<file path="config.mk">
export PLATFORM = sky130hd
export DESIGN_NAME = pll_config_sequencer
export DESIGN_NICKNAME = d
export VERILOG_FILES = /design/src/rtl/pll_config_sequencer.sv
export SDC_FILE = /design/constraint.sdc
export NUM_CORES = 1
export LEC_CHECK = 0
export CORE_ASPECT_RATIO = 2
export CORE_UTILIZATION = 48
export DETAILED_ROUTE_END_ITERATION = 8
export PLACE_DENSITY = 0.81
export SYNTH_ARGS = -nofsm -noshare
export SYNTH_HDL_FRONTEND = slang
export SYNTH_SLANG_ARGS = --single-unit
</file>
<file path="constraint.sdc">
create_clock -name HCLK -period 2.15 [get_ports HCLK]
set_input_delay 0.43 -clock HCLK [delete_from_list [all_inputs] [get_ports HCLK]]
set_output_delay 0.43 -clock HCLK [all_outputs]
set_load 0.05 [all_outputs]
</file>
<file path="src/rtl/pll_config_sequencer.sv">
// PLL loop-filter configuration sequencer: holds the loop in reset, applies kp/ki/n, qualifies lock.
// Build macro PLL_SEQ_AUTO_RELOCK_EN enables bounded automatic re-lock attempts on timeout or lock loss.
module pll_config_sequencer #(
    parameter int KP_W         = 16,
    parameter int KI_W         = 16,
    parameter int N_W          = 8,
    parameter int HOLD_CYCLES  = 16,
    parameter int LOCK_STABLE  = 8,
    parameter int LOCK_TIMEOUT = 4096,
    parameter int RETRY_MAX    = 3
) (
    input  logic            HCLK,
    input  logic            HRESET,
    input  logic [KP_W-1:0] kp_reg,
    input  logic [KI_W-1:0] ki_reg,
    input  logic [N_W-1:0]  n_reg,
    input  logic            pll_enable,
    input  logic            pll_lock,
    output logic [KP_W-1:0] pll_kp,
    output logic [KI_W-1:0] pll_ki,
    output logic [N_W-1:0]  pll_n,
    output logic            pll_rst,
    output logic            pll_en,
    output logic            locked,
    output logic            busy,
    output logic            fault,
    output logic            timeout_flag,
    output logic            lock_lost,
    output logic [2:0]      dbg_state
);

    localparam int CNT_W = $clog2(LOCK_TIMEOUT + 1);
    localparam logic [CNT_W-1:0] HOLD_LAST   = CNT_W'(HOLD_CYCLES - 1);
    localparam logic [CNT_W-1:0] STABLE_LAST = CNT_W'(LOCK_STABLE - 1);
    localparam logic [CNT_W-1:0] TIMER_LAST  = CNT_W'(LOCK_TIMEOUT - 1);
    localparam logic [CNT_W-1:0] CNT_MAX     = '1;

    typedef enum logic [2:0] {
        ST_OFF       = 3'd0,
        ST_HOLD      = 3'd1,
        ST_LOAD      = 3'd2,
        ST_WAIT_LOCK = 3'd3,
        ST_LOCKED    = 3'd4,
        ST_FAULT     = 3'd5
    } state_t;

    state_t           r_state;
    state_t           w_state_nxt;
    logic             r_lock_meta;
    logic             r_lock_s;
    logic [KP_W-1:0]  r_kp_sh;
    logic [KI_W-1:0]  r_ki_sh;
    logic [N_W-1:0]   r_n_sh;
    logic [CNT_W-1:0] r_timer;
    logic [CNT_W-1:0] w_timer_nxt;
    logic [CNT_W-1:0] r_stable;
    logic [CNT_W-1:0] w_stable_nxt;
    logic [KP_W-1:0]  r_pll_kp;
    logic [KI_W-1:0]  r_pll_ki;
    logic [N_W-1:0]   r_pll_n;
    logic             r_pll_rst;
    logic             r_pll_en;
    logic             r_locked;
    logic             r_busy;
    logic             r_fault;
    logic             r_timeout_flag;
    logic             r_lock_lost;
    logic             w_param_change;
    logic             w_capture;
    logic             w_apply;
    logic             w_set_timeout;
    logic             w_set_lost;
    logic             w_clear_sticky;
    logic             w_fail;

`ifdef PLL_SEQ_AUTO_RELOCK_EN
    localparam int RTY_W = (RETRY_MAX < 1) ? 1 : $clog2(RETRY_MAX + 1);
    localparam logic [RTY_W-1:0] RTY_LIMIT = RTY_W'(RETRY_MAX);
    logic [RTY_W-1:0] r_retry_cnt;
    logic             w_retry_inc;
`endif

    function automatic logic [CNT_W-1:0] sat_inc(input logic [CNT_W-1:0] v);
        return (v == CNT_MAX) ? v : v + 1'b1;
    endfunction

    assign w_param_change = ({kp_reg, ki_reg, n_reg} != {r_kp_sh, r_ki_sh, r_n_sh});

    // Priority: disable beats param change, which beats lock/timer events.
    always_comb begin
        w_state_nxt    = r_state;
        w_timer_nxt    = r_timer;
        w_stable_nxt   = r_stable;
        w_capture      = 1'b0;
        w_apply        = 1'b0;
        w_set_timeout  = 1'b0;
        w_set_lost     = 1'b0;
        w_clear_sticky = 1'b0;
        w_fail         = 1'b0;
`ifdef PLL_SEQ_AUTO_RELOCK_EN
        w_retry_inc    = 1'b0;
`endif
        if (r_state != ST_OFF && !pll_enable) begin
            w_state_nxt  = ST_OFF;
            w_timer_nxt  = '0;
            w_stable_nxt = '0;
        end else if (r_state inside {ST_HOLD, ST_LOAD, ST_WAIT_LOCK, ST_LOCKED} && w_param_change) begin
            w_state_nxt  = ST_HOLD;
            w_capture    = 1'b1;
            w_timer_nxt  = '0;
            w_stable_nxt = '0;
        end else begin
            case (r_state)
                ST_OFF: begin
                    if (pll_enable) begin
                        w_state_nxt    = ST_HOLD;
                        w_capture      = 1'b1;
                        w_clear_sticky = 1'b1;
                        w_timer_nxt    = '0;
                        w_stable_nxt   = '0;
                    end
                end
                ST_HOLD: begin
                    if (r_timer >= HOLD_LAST) begin
                        w_state_nxt = ST_LOAD;
                        w_timer_nxt = '0;
                    end else begin
                        w_timer_nxt = sat_inc(r_timer);
                    end
                end
                ST_LOAD: begin
                    w_apply      = 1'b1;
                    w_state_nxt  = ST_WAIT_LOCK;
                    w_timer_nxt  = '0;
                    w_stable_nxt = '0;
                end
                ST_WAIT_LOCK: begin
                    // A qualifying lock sample wins over a simultaneous timeout.
                    if (r_lock_s && r_stable >= STABLE_LAST) begin
                        w_state_nxt  = ST_LOCKED;
                        w_timer_nxt  = '0;
                        w_stable_nxt = '0;
                    end else if (r_timer >= TIMER_LAST) begin
                        w_set_timeout = 1'b1;
                        w_fail        = 1'b1;
                    end else begin
                        w_timer_nxt  = sat_inc(r_timer);
                        w_stable_nxt = r_lock_s ? sat_inc(r_stable) : '0;
                    end
                end
                ST_LOCKED: begin
                    if (!r_lock_s) begin
                        w_set_lost = 1'b1;
                        w_fail     = 1'b1;
                    end
                end
                ST_FAULT: begin
                    w_state_nxt = ST_FAULT;
                end
                default: begin
                    w_state_nxt = ST_OFF;
                end
            endcase
        end

        if (w_fail) begin
            w_timer_nxt  = '0;
            w_stable_nxt = '0;
`ifdef PLL_SEQ_AUTO_RELOCK_EN
            if (r_retry_cnt < RTY_LIMIT) begin
                w_state_nxt = ST_HOLD;
                w_retry_inc = 1'b1;
            end else begin
                w_state_nxt = ST_FAULT;
            end
`else
            w_state_nxt = ST_FAULT;
`endif
        end
    end

    // Outputs decode the current state, so they follow state entry by one cycle.
    always_ff @(posedge HCLK) begin
        if (HRESET) begin
            r_state        <= ST_OFF;
            r_lock_meta    <= 1'b0;
            r_lock_s       <= 1'b0;
            r_kp_sh        <= '0;
            r_ki_sh        <= '0;
            r_n_sh         <= '0;
            r_timer        <= '0;
            r_stable       <= '0;
            r_pll_kp       <= '0;
            r_pll_ki       <= '0;
            r_pll_n        <= '0;
            r_pll_rst      <= 1'b1;
            r_pll_en       <= 1'b0;
            r_locked       <= 1'b0;
            r_busy         <= 1'b0;
            r_fault        <= 1'b0;
            r_timeout_flag <= 1'b0;
            r_lock_lost    <= 1'b0;
        end else begin
            r_state     <= w_state_nxt;
            r_lock_meta <= pll_lock;
            r_lock_s    <= r_lock_meta;
            r_timer     <= w_timer_nxt;
            r_stable    <= w_stable_nxt;
            if (w_capture) begin
                r_kp_sh <= kp_reg;
                r_ki_sh <= ki_reg;
                r_n_sh  <= n_reg;
            end
            if (w_apply) begin
                r_pll_kp <= r_kp_sh;
                r_pll_ki <= r_ki_sh;
                r_pll_n  <= r_n_sh;
            end
            if (w_clear_sticky) begin
                r_timeout_flag <= 1'b0;
                r_lock_lost    <= 1'b0;
            end else begin
                if (w_set_timeout) r_timeout_flag <= 1'b1;
                if (w_set_lost)    r_lock_lost    <= 1'b1;
            end
            r_pll_rst <= !(r_state == ST_WAIT_LOCK || r_state == ST_LOCKED);
            r_pll_en  <= (r_state == ST_WAIT_LOCK || r_state == ST_LOCKED);
            r_locked  <= (r_state == ST_LOCKED);
            r_busy    <= (r_state == ST_HOLD || r_state == ST_LOAD || r_state == ST_WAIT_LOCK);
            r_fault   <= (r_state == ST_FAULT);
        end
    end

`ifdef PLL_SEQ_AUTO_RELOCK_EN
    always_ff @(posedge HCLK) begin
        if (HRESET) begin
            r_retry_cnt <= '0;
        end else if (w_state_nxt == ST_OFF || (w_state_nxt == ST_LOCKED && r_state != ST_LOCKED)) begin
            r_retry_cnt <= '0;
        end else if (w_retry_inc) begin
            r_retry_cnt <= r_retry_cnt + 1'b1;
        end
    end
`endif

    assign pll_kp       = r_pll_kp;
    assign pll_ki       = r_pll_ki;
    assign pll_n        = r_pll_n;
    assign pll_rst      = r_pll_rst;
    assign pll_en       = r_pll_en;
    assign locked       = r_locked;
    assign busy         = r_busy;
    assign fault        = r_fault;
    assign timeout_flag = r_timeout_flag;
    assign lock_lost    = r_lock_lost;
    assign dbg_state    = r_state;

endmodule
</file>
* After elaboration in Yosys (flattened, before gate mapping) *
Cells that the tools add are included.

storage, ports and cells
  bits in registers = 118
  bits of input ports = 44
  output and inout bits = 50
  word-level logic and storage cells = 100

operators by class
  add/subtract/negate cells = 2
  $lt $le $gt $ge = 3
  equal/unequal tests = 17
  mux-type cells = 39
  bitwise operators = 1
  reduce and logical (&&, ||, !) cells = 19

operator list
  kind                                                                                    number
  13-bit two-way mux                                                                      9
  13-bit case mux with 4 select lines                                                     1
  40-bit != test                                                                          1
  13-bit case mux with 3 select lines                                                     1
  13-bit by 1-bit adder with 13-bit output (second input constant)                        2
  13-bit equality test (second input constant)                                            2
  1-bit two-way mux                                                                       20
  3-bit two-way mux                                                                       6
  3-bit case mux with 6 select lines                                                      1
  13-bit by 12-bit greater-or-equal comparator with 1-bit output (second input constant)  1
  13-bit by 3-bit greater-or-equal comparator with 1-bit output (second input constant)   1
  13-bit by 4-bit greater-or-equal comparator with 1-bit output (second input constant)   1
  4-bit AND reduction                                                                     3
  5-bit by 3-bit != test with 1-bit output (second input constant)                        2
  4-bit != test (second input constant)                                                   2
  4-bit nonzero test                                                                      2
  3-bit by 2-bit equality test with 1-bit output (second input constant)                  2
  3-bit equality test (second input constant)                                             2
  3-bit nonzero test                                                                      2
  5-bit != test (second input constant)                                                   1
  2-bit by 1-bit != test with 1-bit output (second input constant)                        2
  4-bit OR reduction                                                                      1
  3-bit by 1-bit equality test with 1-bit output (second input constant)                  1
  1-bit logical AND                                                                       3
  other kinds (9)                                                                         12

* Depth between registers and ports, before layout *
  word-level depth = 8
  depth in mapped cells = 9
  depth with buffers taken out = 7

* Worst setup path before layout *
No wires, ideal clock.

  path kind = register to register
  start point = register r_state[0], in the netlist dbg_state[0]
  end point = register r_timer[11]
  setup time = 118 ps
  data arrival time = 1,938 ps
  data required time = 2,032 ps
  setup slack = 93 ps
  cell stages (with the launch flop) = 10
  path buffers = 3
  period minus slack after synthesis = 2,057 ps
  cells stage by stage = dfxtp_1 clkbuf_1 or2_1 clkbuf_1 nor2_1 o21bai_1 nor2_2 o211ai_4 buf_12 nor3_2

on the way
  longest elaborated chain between the ends = 6
  elaborated cells between the ends (all ways) = 18
  those cells by class = eq/ne (6); mux (4); reduce/logical (8)

RTL lines
  item                                                                    line      text
  start: declaration                                                      47        state_t r_state;
  start signal: assignment                                                204       r_state <= w_state_nxt;
  3-bit by 1-bit equality test with 1-bit output (tied with other cells)  107, 113
  4-bit nonzero test                                                      107       end else if (r_state inside {ST_HOLD, ST_LOAD, ST_WAIT_LOCK, ST_LOCKED} && w_param_change) begin
  1-bit logical AND                                                       107
  1-bit two-way mux                                                       107
  1-bit two-way mux                                                       103       if (r_state != ST_OFF && !pll_enable) begin
  4-bit OR reduction (no source line)                                     -
  end signal: assignment                                                  207       r_timer <= w_timer_nxt;
  end: declaration                                                        54        logic [CNT_W-1:0] r_timer;

Several ways; a longest one is shown, not always the timed one.
A chain may end at the register's enable or synchronous reset.

* Worst setup path in the final report *
  start point = input ki_reg[8]
  end point = register r_ki_sh[1]

on the way
  longest elaborated chain between the ends = 4

RTL lines
  item                    line  text
  start: declaration      15    input logic [KI_W-1:0] ki_reg,
  40-bit != test          87    assign w_param_change = ({kp_reg, ki_reg, n_reg} != {r_kp_sh, r_ki_sh, r_n_sh});
  1-bit logical AND       107
  1-bit two-way mux       107
  1-bit two-way mux       103
  end signal: assignment  211   r_ki_sh <= ki_reg;
  end: declaration        52    logic [KI_W-1:0] r_ki_sh;

Every way passes these cells.

==> flow_summary.ini <==
[clock_tree]
cts_tree = done
cts_hold_buf = 0
worstSkewPairLatency_ns = 0.42
cts_buffers = 17
htree_levels = 4
cts-root-buf = clkbuf_16
clock_path_buffers = 2
clk_pin_slew_ns = 0.06
clock_sinks = 118

[run_status]
violations = negative setup slack
outcome = complete, but fails checks

[worst_hold_path]
hold_path_class = in -> reg
hp-start = kp_reg[15]
hold_end = r_kp_sh[15]
min_path_cells = 3

[sta]
hold_violations = 0
period_share = 1.16
fmax_ghz = 0.402
max_slew.worst_pin.slew_ns = 0.558
fin_crit_ns = 2.48
finalClockSkew_ns = 0.0103
setup_viol = 110
rsz0062_at_grt = yes
max_slew_margin = 0.627
slew_viol_final = 0
worst_slack_ns = -0.335

[worst_setup_path]
crit_fanout = 5
crit_path_start_kind = input pin
ff2ff_setup_slack_ns = -0.31
r2r-start = r_ki_sh[3]
crit_arrival_ns = 2.82
slowest_stage = clkdlybuf4s50_1
worst_setup_path_end_kind = flop
reg2reg_to = r_ki_sh[1]
cp_top_family = buffers and inverters
crit_chain = clkdlybuf4s50_1 -> xor2_1 -> nor4_2 -> nand4_1 -> buf_6 -> nor4_4 -> buf_4 -> buf_8 -> clkbuf_16 -> o21ai_1 -> a21oi_1
cp.required_ns = 2.49
worst-r2r-cell-count = 10
worst-path-buf-inv = 5
crit_type = in -> reg
crit_path_max_incr_delay_ns = 0.45

[drt]
ant_nets = 0
wirelength_um = 20900
wl_per_cell_um = 23.4
vias = 5729
route.detailed.drc = 0
drt-vias-per-instance = 6.39
drt_first_pass_iters = 7
drt_iter0_markers = 406

[logic_synthesis]
synth_cells = 592
syn_area_mm2 = 0.00548
ys_seq_area_frac = 0.431
syn-num-nets = 638
synth_cell_types = 57
ys_ff_latch = 118
ys.flop_type = dfxtp_1
yosys_warnings = 0
synthArstFlopShare = 0
avgSynthCellArea_um2 = 9.26
synth_edf_count = 0

[floorplanning]
die_h_um = 153
die_x_um = 77.6
start_util = 0.498
rows = 54
die_area_mm2 = 0.0119
core_area_mm2 = 0.0110
io_pins = 94

[grt]
grt_max_degree = 89
antenna_found_initial = 0
track_usage = 0.311
grt_pass1_wl_um = 28300
grt_pass1_vias = 5584
grt-ovfl-total = 0

[placement]
dp_hpwl_um = 10700
dp_slack_ns = -0.837
port_buffers = 93
dpl-instance-area_mm2 = 0.00685
placedCellCount = 835
gp_congestion = 0.920

[power_and_ir_drop]
p_leak_nw = 3.43
p_per_area_mw_per_mm2 = 771
power.total_mw = 6.39
peakVddDrop_mv = 0.652

[run]
maxCapViolCount = 0

[layout]
final_cell_count_no_fill = 896
postLayoutCellArea_mm2 = 0.00829
syn_to_final_growth_pct = 51.2
finalNetCount = 790
drive_gt1_frac = 0.300
diodes = 0
final_util = 0.753
-- cells in the mapped netlist (4+ instances only) --
| master | instances | area [um^2] |
|---|---|---|
| nand2_1 | 16 | 60.1 |
| nor3_1 | 16 | 80.1 |
| nor4_2 | 5 | 62.6 |
| nor4_1 | 7 | 43.8 |
| o21ai_0 | 43 | 215 |
| o21ai_1 | 40 | 200 |
| buf_4 | 6 | 45.0 |
| xor2_1 | 34 | 298 |
| dfxtp_1 | 118 | 2360 |
| a41oi_1 | 6 | 52.6 |
| nand4_1 | 7 | 43.8 |
| inv_1 | 6 | 22.5 |
| xnor2_1 | 17 | 149 |
| mux2i_1 | 41 | 410 |
| and3_1 | 4 | 25.0 |
| buf_6 | 4 | 45.0 |
| clkbuf_1 | 27 | 101 |
| a21oi_1 | 48 | 240 |
| buf_2 | 4 | 20.0 |
| nor4b_1 | 4 | 35.0 |
| a31oi_1 | 7 | 43.8 |
| nand3_1 | 7 | 35.0 |
| nor3_2 | 23 | 230 |
| nor2_1 | 54 | 203 |
-- worst max-delay path by stage --
stage / slack (ns) / endpoint / cells after the start / startpoint
2_1_floorplan: 0.09 / r_timer[11] / 9 / dbg_state[0]
3_3_place_gp: -0.71 / dbg_state[0] / 9 / kp_reg[13]
3_5_place_dp: -0.84 / r_timer[1] / 10 / kp_reg[13]
4_1_cts: -0.10 / r_n_sh[2] / 11 / r_ki_sh[5]
5_1_grt: -0.40 / r_ki_sh[1] / 10 / r_ki_sh[3]
6_report: -0.33 / r_ki_sh[1] / 11 / ki_reg[8]
-- worst min-delay path, delay by kind of cell --
kind	cells	cell delay (ns)
buf+inv	1	0.26
compound gates	2	0.14
-- state kept, by name (all words and copies together), names as in the netlist --
signal	flops
pll_ki	16
pll_kp	16
r_ki_sh	16
r_kp_sh	16
r_stable	13
r_timer	13
pll_n	8
r_n_sh	8
dbg_state	3
busy	1
fault	1
lock_lost	1
locked	1
pll_en	1
pll_rst	1
r_lock_meta	1
r_lock_s	1
timeout_flag	1
-- where the power goes --
| group | total [mW] | internal [mW] | leakage, nW | switching [mW] |
|---|---|---|---|---|
| combinational | 1.42 | 0.570 | 2.20 | 0.848 |
| clock | 2.56 | 1.54 | 0.261 | 1.02 |
| sequential | 2.41 | 2.28 | 0.962 | 0.129 |
| total | 6.39 | 4.40 | 3.43 | 1.99 |
-- cell type report --
cell class                      count  area [um^2]
Multi-Input combinational cell    423         3340
Inverter                            6         22.5
Timing Repair Buffer              178         1860
Fill cell                         649         2720
Clock buffer                       22          474
Tap cell                          140          175
Sequential cell                   118         2370
Clock inverter                      9         53.8
-- through the flow --
stage	TNS [ns]	hold WS (ns)
floorplan	0	0.414
global placement	-73.76	0.428
detailed placement	-85.55	0.447
CTS	-2.30	0.454
global route	-29.12	0.440
finish	-21.86	0.459
-- kinds of logic (layout without fill, tap and decap cells) --
logic type | after synthesis | in the layout | share of synthesized area
flip-flops | 118 | 118 | 0.431
multiplexers | 41 | 41 | 0.0749
AO/OA/AOI/OAI | 155 | 155 | 0.159
XOR/XNOR | 51 | 51 | 0.0815
buffers and inverters | 51 | 215 | 0.0513
adder cells (fa/ha/maj) | 2 | 2 | 0.00456
AND/OR/NAND/NOR | 174 | 174 | 0.198
-- metal layers --
metal  up-vias  share of wire  track usage
met5         -              0            0
met4         0           0.10        0.266
met3       155          0.072       0.0770
met2       402           0.52        0.536
met1      2745           0.31        0.302
li1       2427              -            -
-- cells in the final DEF (no fill, tap or decap), drive strengths merged, types with 27 or more instances in the layout --
cell type,count
a21oi,48
nor2,56
buf,83
clkdlybuf4s50,65
dfxtp,118
mux2i,41
o21ai,83
xor2,34
clkbuf,27
nor3,40
-- repair_timing --
action / 4_1_cts / 5_1_grt
setup endpoints to repair: 112 / 111
setup buffers: 14 / 7
gates resized for setup: 68 / 71
cloned: 5 / 6
pin swaps: 26 / 29
Note: power is estimated with default switching activity, not from simulation.
